[src/rtl/alu_pkg.sv]
// Shared ALU definitions: opcodes, flag bit positions, arbiter states and opcode legality.
package alu_pkg;

  localparam int ALU_WIDTH = 5;

  localparam logic [2:0] ALU_ADD = 3'b000;
  localparam logic [2:0] ALU_SUB = 3'b001;
  localparam logic [2:0] ALU_AND = 3'b010;
  localparam logic [2:0] ALU_OR  = 3'b011;
  localparam logic [2:0] ALU_XOR = 3'b110;
  localparam logic [2:0] ALU_NEG = 3'b111;

  localparam int FLAG_N = 3;
  localparam int FLAG_Z = 2;
  localparam int FLAG_C = 1;
  localparam int FLAG_V = 0;

  typedef enum logic [1:0] {
    IDLE,
    EXEC,
    RESP
  } arb_state_t;

  function automatic logic is_legal_op(input logic [2:0] op);
    case (op)
      ALU_ADD, ALU_SUB, ALU_AND, ALU_OR, ALU_XOR, ALU_NEG: return 1'b1;
      default: return 1'b0;
    endcase
  endfunction

endpackage

[src/rtl/alu_arbiter_if.sv]
// Command (two requesters) and response bundle of the shared-ALU arbiter.
interface alu_arbiter_if #(
  parameter int WIDTH = alu_pkg::ALU_WIDTH
);
  logic             req0_valid;
  logic             req0_ready;
  logic [WIDTH-1:0] req0_a;
  logic [WIDTH-1:0] req0_b;
  logic [2:0]       req0_op;

  logic             req1_valid;
  logic             req1_ready;
  logic [WIDTH-1:0] req1_a;
  logic [WIDTH-1:0] req1_b;
  logic [2:0]       req1_op;

  logic             rsp_valid;
  logic             rsp_ready;
  logic [WIDTH-1:0] rsp_result;
  logic [3:0]       rsp_flags;
  logic             rsp_id;
  logic             rsp_err;

  modport master (
    output req0_valid, req0_a, req0_b, req0_op,
    output req1_valid, req1_a, req1_b, req1_op,
    output rsp_ready,
    input  req0_ready, req1_ready,
    input  rsp_valid, rsp_result, rsp_flags, rsp_id, rsp_err
  );

  modport slave (
    input  req0_valid, req0_a, req0_b, req0_op,
    input  req1_valid, req1_a, req1_b, req1_op,
    input  rsp_ready,
    output req0_ready, req1_ready,
    output rsp_valid, rsp_result, rsp_flags, rsp_id, rsp_err
  );
endinterface

[src/rtl/alu.sv]
// Combinational ALU: add/sub/and/or/xor/negate with {N,Z,C,V} flags; zero latency, no flow control.
module alu
  import alu_pkg::*;
#(
  parameter int WIDTH = ALU_WIDTH
) (
  input  logic [WIDTH-1:0] a,
  input  logic [WIDTH-1:0] b,
  input  logic [2:0]       op,
  output logic [WIDTH-1:0] result,
  output logic [3:0]       flags
);

  logic [WIDTH-1:0] x;
  logic [WIDTH-1:0] y;
  logic             cin;
  logic             arith;
  logic [WIDTH:0]   sum;

  // Sub and negate share the adder as x + ~y + 1, so C means "no borrow".
  always_comb begin
    x      = a;
    y      = b;
    cin    = 1'b0;
    arith  = 1'b0;
    result = '0;
    case (op)
      ALU_ADD: arith = 1'b1;
      ALU_SUB: begin y = ~b; cin = 1'b1; arith = 1'b1; end
      ALU_NEG: begin x = '0; y = ~a; cin = 1'b1; arith = 1'b1; end
      ALU_AND: result = a & b;
      ALU_OR:  result = a | b;
      ALU_XOR: result = a ^ b;
      default: result = '0;
    endcase
    sum = {1'b0, x} + {1'b0, y} + {{WIDTH{1'b0}}, cin};
    if (arith) result = sum[WIDTH-1:0];
    flags         = '0;
    flags[FLAG_N] = result[WIDTH-1];
    flags[FLAG_Z] = (result == '0);
    flags[FLAG_C] = arith & sum[WIDTH];
    flags[FLAG_V] = arith & (x[WIDTH-1] == y[WIDTH-1]) & (sum[WIDTH-1] != x[WIDTH-1]);
  end

endmodule

[src/rtl/alu_arbiter.sv]
// Round-robin share of one alu between two requesters; response valid two edges after accept.
// One operation in flight; rsp_ready low holds the response and blocks new commands.
module alu_arbiter
  import alu_pkg::*;
#(
  parameter int WIDTH = ALU_WIDTH
) (
  input  logic         clk,
  input  logic         reset,
  alu_arbiter_if.slave bus
);

  if (WIDTH != ALU_WIDTH) begin : g_bad_width
    $error("alu_arbiter: WIDTH must equal the alu width");
  end

  arb_state_t       state;
  arb_state_t       state_nxt;
  logic             last_grant;
  logic             any_vld;
  logic             gnt_id;
  logic             accept;

  logic [WIDTH-1:0] hold_a;
  logic [WIDTH-1:0] hold_b;
  logic [2:0]       hold_op;
  logic             hold_id;

  logic [WIDTH-1:0] alu_result;
  logic [3:0]       alu_flags;

  logic [WIDTH-1:0] rsp_result_q;
  logic [3:0]       rsp_flags_q;
  logic             rsp_id_q;
  logic             rsp_err_q;

  assign any_vld = bus.req0_valid | bus.req1_valid;
  // Contention goes to whoever was not served last; otherwise to the lone requester.
  assign gnt_id  = (bus.req0_valid && bus.req1_valid) ? ~last_grant : bus.req1_valid;

  always_ff @(posedge clk) begin
    if (reset) state <= IDLE;
    else       state <= state_nxt;
  end

  always_comb begin
    state_nxt      = state;
    accept         = 1'b0;
    bus.req0_ready = 1'b0;
    bus.req1_ready = 1'b0;
    case (state)
      IDLE: begin
        if (any_vld && !reset) begin
          accept         = 1'b1;
          bus.req0_ready = ~gnt_id;
          bus.req1_ready = gnt_id;
          state_nxt      = EXEC;
        end
      end
      EXEC: state_nxt = RESP;
      RESP: if (bus.rsp_ready) state_nxt = IDLE;
      default: state_nxt = IDLE;
    endcase
  end

  always_ff @(posedge clk) begin
    if (reset) begin
      last_grant   <= 1'b1;
      hold_a       <= '0;
      hold_b       <= '0;
      hold_op      <= '0;
      hold_id      <= 1'b0;
      rsp_result_q <= '0;
      rsp_flags_q  <= '0;
      rsp_id_q     <= 1'b0;
      rsp_err_q    <= 1'b0;
    end else begin
      if (accept) begin
        hold_a     <= gnt_id ? bus.req1_a  : bus.req0_a;
        hold_b     <= gnt_id ? bus.req1_b  : bus.req0_b;
        hold_op    <= gnt_id ? bus.req1_op : bus.req0_op;
        hold_id    <= gnt_id;
        last_grant <= gnt_id;
      end
      if (state == EXEC) begin
        rsp_id_q <= hold_id;
        if (is_legal_op(hold_op)) begin
          rsp_result_q <= alu_result;
          rsp_flags_q  <= alu_flags;
          rsp_err_q    <= 1'b0;
        end else begin
          rsp_result_q <= '0;
          rsp_flags_q  <= '0;
          rsp_err_q    <= 1'b1;
        end
      end
    end
  end

  alu #(
    .WIDTH (WIDTH)
  ) u_alu (
    .a      (hold_a),
    .b      (hold_b),
    .op     (hold_op),
    .result (alu_result),
    .flags  (alu_flags)
  );

  assign bus.rsp_valid  = (state == RESP);
  assign bus.rsp_result = rsp_result_q;
  assign bus.rsp_flags  = rsp_flags_q;
  assign bus.rsp_id     = rsp_id_q;
  assign bus.rsp_err    = rsp_err_q;

endmodule
[src/flat_wrapper.sv]
// flat-port wrapper written by rule: the top's interface ports become plain ports
module alu_arbiter_flat import alu_pkg::*;
#(
  parameter int WIDTH = ALU_WIDTH
)
  (clk, reset, bus_req0_valid, bus_req0_a, bus_req0_b, bus_req0_op, bus_req1_valid, bus_req1_a, bus_req1_b, bus_req1_op, bus_rsp_ready, bus_req0_ready, bus_req1_ready, bus_rsp_valid, bus_rsp_result, bus_rsp_flags, bus_rsp_id, bus_rsp_err);
  alu_arbiter_if #(.WIDTH(WIDTH)) bus_i ();
  input  logic clk;
  input  logic reset;
  input wire logic [$bits(bus_i.req0_valid)-1:0] bus_req0_valid;
  input wire logic [$bits(bus_i.req0_a)-1:0] bus_req0_a;
  input wire logic [$bits(bus_i.req0_b)-1:0] bus_req0_b;
  input wire logic [$bits(bus_i.req0_op)-1:0] bus_req0_op;
  input wire logic [$bits(bus_i.req1_valid)-1:0] bus_req1_valid;
  input wire logic [$bits(bus_i.req1_a)-1:0] bus_req1_a;
  input wire logic [$bits(bus_i.req1_b)-1:0] bus_req1_b;
  input wire logic [$bits(bus_i.req1_op)-1:0] bus_req1_op;
  input wire logic [$bits(bus_i.rsp_ready)-1:0] bus_rsp_ready;
  output wire logic [$bits(bus_i.req0_ready)-1:0] bus_req0_ready;
  output wire logic [$bits(bus_i.req1_ready)-1:0] bus_req1_ready;
  output wire logic [$bits(bus_i.rsp_valid)-1:0] bus_rsp_valid;
  output wire logic [$bits(bus_i.rsp_result)-1:0] bus_rsp_result;
  output wire logic [$bits(bus_i.rsp_flags)-1:0] bus_rsp_flags;
  output wire logic [$bits(bus_i.rsp_id)-1:0] bus_rsp_id;
  output wire logic [$bits(bus_i.rsp_err)-1:0] bus_rsp_err;
  assign bus_i.req0_valid = bus_req0_valid;
  assign bus_i.req0_a = bus_req0_a;
  assign bus_i.req0_b = bus_req0_b;
  assign bus_i.req0_op = bus_req0_op;
  assign bus_i.req1_valid = bus_req1_valid;
  assign bus_i.req1_a = bus_req1_a;
  assign bus_i.req1_b = bus_req1_b;
  assign bus_i.req1_op = bus_req1_op;
  assign bus_i.rsp_ready = bus_rsp_ready;
  assign bus_req0_ready = bus_i.req0_ready;
  assign bus_req1_ready = bus_i.req1_ready;
  assign bus_rsp_valid = bus_i.rsp_valid;
  assign bus_rsp_result = bus_i.rsp_result;
  assign bus_rsp_flags = bus_i.rsp_flags;
  assign bus_rsp_id = bus_i.rsp_id;
  assign bus_rsp_err = bus_i.rsp_err;
  alu_arbiter #(.WIDTH(WIDTH)) u_core (.clk(clk), .reset(reset), .bus(bus_i));
endmodule
[config.mk]
export PLATFORM = sky130hd
export DESIGN_NAME = alu_arbiter_flat
export DESIGN_NICKNAME = d
export VERILOG_FILES = /design/src/rtl/alu_pkg.sv /design/src/rtl/alu_arbiter_if.sv /design/src/rtl/alu.sv /design/src/rtl/alu_arbiter.sv /design/src/flat_wrapper.sv
export SDC_FILE = /design/constraint.sdc
export NUM_CORES = 1
export LEC_CHECK = 0
export CAP_MARGIN = 20
export CORE_MARGIN = 2
export CORE_UTILIZATION = 46
export CTS_BUF_LIST = sky130_fd_sc_hd__clkbuf_16
export DETAILED_ROUTE_END_ITERATION = 10
export GPL_TIMING_DRIVEN = 0
export PLACE_DENSITY = 0.77
export SYNTH_ARGS = -nofsm -noshare
export SYNTH_HDL_FRONTEND = slang
export SYNTH_HIERARCHICAL = 1
export SYNTH_SLANG_ARGS = --single-unit
[constraint.sdc]
create_clock -name clk -period 2.72 [get_ports clk]
set_input_delay 0.68 -clock clk [delete_from_list [all_inputs] [get_ports clk]]
set_output_delay 0.68 -clock clk [all_outputs]
set_load 0.02 [all_outputs]
==> run_results.csv <==
group,metric,value,unit
synthesis,synthSimpleGateAreaFrac,0.205,
final_layout,fill_cells,314,
timing,max-slew-margin-rel,0.690,
timing,hold_viol_final,0,
final_layout,nNetsFinal,343,
floorplanning,die_h,69.5,um
routing,drt-initial-drc-count,94,
cts,cts_tree,"built",
synthesis,synth_cell_type_count,46,
global_routing,gr-usage-met3,0.0349,
cts,clk_path_buf_depth,2,
global_routing,grtUsageMet2,0.359,
floorplanning,initial_core_util,0.486,
floorplanning,die_w,69.5,um
synthesis,async_reset_ff_frac,0,
timing,fmaxAchievable,376,MHz
routing,post_drt_wl_per_cell,13.6,um
final_layout,antenna_cells,0,
synthesis,synth.avg_cell_area,8.25,um2
power_and_ir_drop,vdd.ir_drop.worst,248,uV
global_routing,grt_usage,0.198,
synthesis,synthAdderAreaFrac,0.0990,
timing,rsz0062_at_grt,"yes",
floorplanning,num_rows,23,
final_layout,drive_gt1_frac,0.236,
synthesis,ys_seq_area_frac,0.284,
synthesis,synth_compound_area_frac,0.281,
final_layout,utilization,0.682,
floorplanning,pin_count,45,
power_and_ir_drop,power_leakage,1.08,nW
worst_hold_path,hp-class,"reg2reg",
routing,antenna_left,0,
place,dpl.cell_count,333,
setup_path,cp.required,2.86,ns
setup_path,endpoint_kind,"register",
status,status,"finished clean",
global_routing,antenna_found_initial,0,
final_layout,mostFrequentLayoutCells,"clkdlybuf4s50_1 (41), nand2_1 (39), a21oi_1 (26), dfxtp_1 (25), buf_4 (13)",
global_routing,grt_max_degree,17,
power_and_ir_drop,p_per_area,526,nW/um2
cts,htree_levels,1,
synthesis,synth_area,1970,um2
run,drv_cap,0,
setup_path,worstPathArrival,2.80,ns
timing,drv_slew,0,
setup_path,path_max_fanout,7,
synthesis,synthCells,239,
final_layout,stdcell_count,346,
synthesis,ys.warnings.count,6,
cts,root_buffer,"clkbuf_16",
timing,finalSetupViolations,0,
routing,drt-total-wl,4.71,mm
final_layout,final-seq-area,569,um2
cts,cts_buffers,3,
final_layout,syn2layout_area_growth,40.4,%
global_routing,grt-busiest-layer,"met2",
synthesis,synth_top_family_by_area,"compound AO/OA/AOI/OAI gates",
cts,clk_pin_slew,0.07,ns
timing,worst_pin_slew,0.466,ns
final_layout,layout_commonest_cell,"clkdlybuf4s50_1",
cts,clkSinkCount,28,
global_routing,grt_pass1_wl,7.96,mm
global_routing,grt_util_met1,0.238,
synthesis,synth_fp_nets,285,
place,globalplace.congestion,0.849,
synthesis,synth_edf_count,0,
synthesis,ys_ff_latch,28,
floorplanning,core,4060,um2
setup_path,path_class,"reg2reg",
place,hpwl,3.40,mm
power_and_ir_drop,p_total,1.46,mW
routing,vias_per_cell,5.38,
timing,period_share,0.979,
floorplanning,dieArea,4830,um2
routing,vias,1860,
timing,min_period,2.66,ns
final_layout,multi_input_area,1360,um2
place,io_buffers,44,
timing,fin_worst_skew,0.00593,ns
synthesis,synth_mux_area_frac,0.0400,
timing,tns,0,ns
setup_path,cp-start-kind,"register",
routing,drtPass1Iterations,4,
global_routing,grt_pass1_vias,1840,
routing,drc,0,
cts,hold_buffers,0,
synthesis,synthFlopType,"dfxtp_1",
synthesis,synth_xor_xnor_area_share,0.00888,
cts,clock_latency,0.26,ns
global_routing,grt_remaining_overflow,0,
final timing paths:
| check | depth (start not counted) | to | startpoint | slack (ns) |
|---|---|---|---|---|
| setup / recovery | 12 | u_core/bus.rsp_flags[2] | u_core/hold_op[2] | 0.06 |
| hold / removal | 2 | u_core/bus.rsp_flags[3] | u_core/bus.rsp_flags[3] | 0.45 |
| setup reg to reg | 12 | u_core/bus.rsp_flags[2] | u_core/hold_op[2] | 0.06 |
| hold reg to reg | 2 | u_core/bus.rsp_flags[3] | u_core/bus.rsp_flags[3] | 0.45 |
flip-flops by register name (all words and copies together) (netlist names):
name                   cells
u_core/bus.rsp_err         1
u_core/bus.rsp_flags       4
u_core/bus.rsp_id          1
u_core/bus.rsp_result      5
u_core/hold_a              5
u_core/hold_b              5
u_core/hold_id             1
u_core/hold_op             3
u_core/last_grant          1
u_core/state               2
power by group:
group / internal (mW) / switching (mW) / total, mW
combinational: 0.278 / 0.259 / 0.537
clock: 0.293 / 0.141 / 0.434
sequential: 0.445 / 0.0397 / 0.485
total: 1.02 / 0.439 / 1.46
cells in the mapped netlist (6+ instances only):
| cell | count | area, um2 |
|---|---|---|
| o21ai_0 | 8 | 40.0 |
| o22ai_1 | 6 | 37.5 |
| nand3_1 | 11 | 55.1 |
| a311oi_2 | 10 | 150 |
| buf_2 | 6 | 30.0 |
| ha_1 | 14 | 175 |
| a21oi_1 | 28 | 140 |
| inv_1 | 12 | 45.0 |
| dfxtp_1 | 28 | 561 |
| nand2_1 | 40 | 150 |
| nor2_1 | 10 | 37.5 |
worst max-delay path, cell delays in order, from the launching register on:
cell and delay [ns]:
dfxtp_4 0.35, or2_1 0.23, buf_6 0.14, a21bo_4 0.24
a22o_1 0.27, ha_4 0.30, nand2b_4 0.06, mux2_4 0.31
o31ai_4 0.22, nor3_1 0.08, and4b_1 0.20, nand3_1 0.06
a21oi_1 0.07
layout make-up:
cell class                      instances  area share
Clock inverter                          1      0.0108
Timing Repair Buffer                   54       0.186
Clock buffer                            3      0.0271
Multi-Input combinational cell        181       0.490
Inverter                               13      0.0176
Tap cell                               50      0.0226
Buffer                                 16      0.0402
Sequential cell                        28       0.206
layer usage:
| metal | wire [um] | vias to the layer above |
|---|---|---|
| met5 | 0 | - |
| met4 | 92 | 0 |
| met3 | 201 | 10 |
| met2 | 2290 | 56 |
| met1 | 2120 | 837 |
| li1 | - | 957 |
stage by stage:
step / hold slack, ns / cell area, um2 / worst slack, ns
after floorplan: 0.428 / 1970 / 0.0337
after global placement: 0.441 / 2470 / -0.288
after detailed placement: 0.443 / 2470 / -0.292
after CTS: 0.453 / 2660 / 0.00667
after global routing: 0.472 / 2770 / -0.0434
final: 0.453 / 2770 / 0.0582
kinds of logic after synthesis:
| kind of cell | after synthesis |
|---|---|
| buffers and inverters | 30 |
| flip-flops | 28 |
| AND/OR/NAND/NOR | 84 |
| multiplexers | 7 |
| adder cells (fa/ha/maj) | 15 |
| XOR/XNOR | 2 |
| AO/OA/AOI/OAI | 73 |
timing repair:
item,in CTS,in global routing
buffers inserted,3,7
gates resized for setup,20,15
cloned,0,0
setup endpoints to repair,8,8
pin swaps,6,6
No activity file was read; power rests on OpenSTA's default activity.
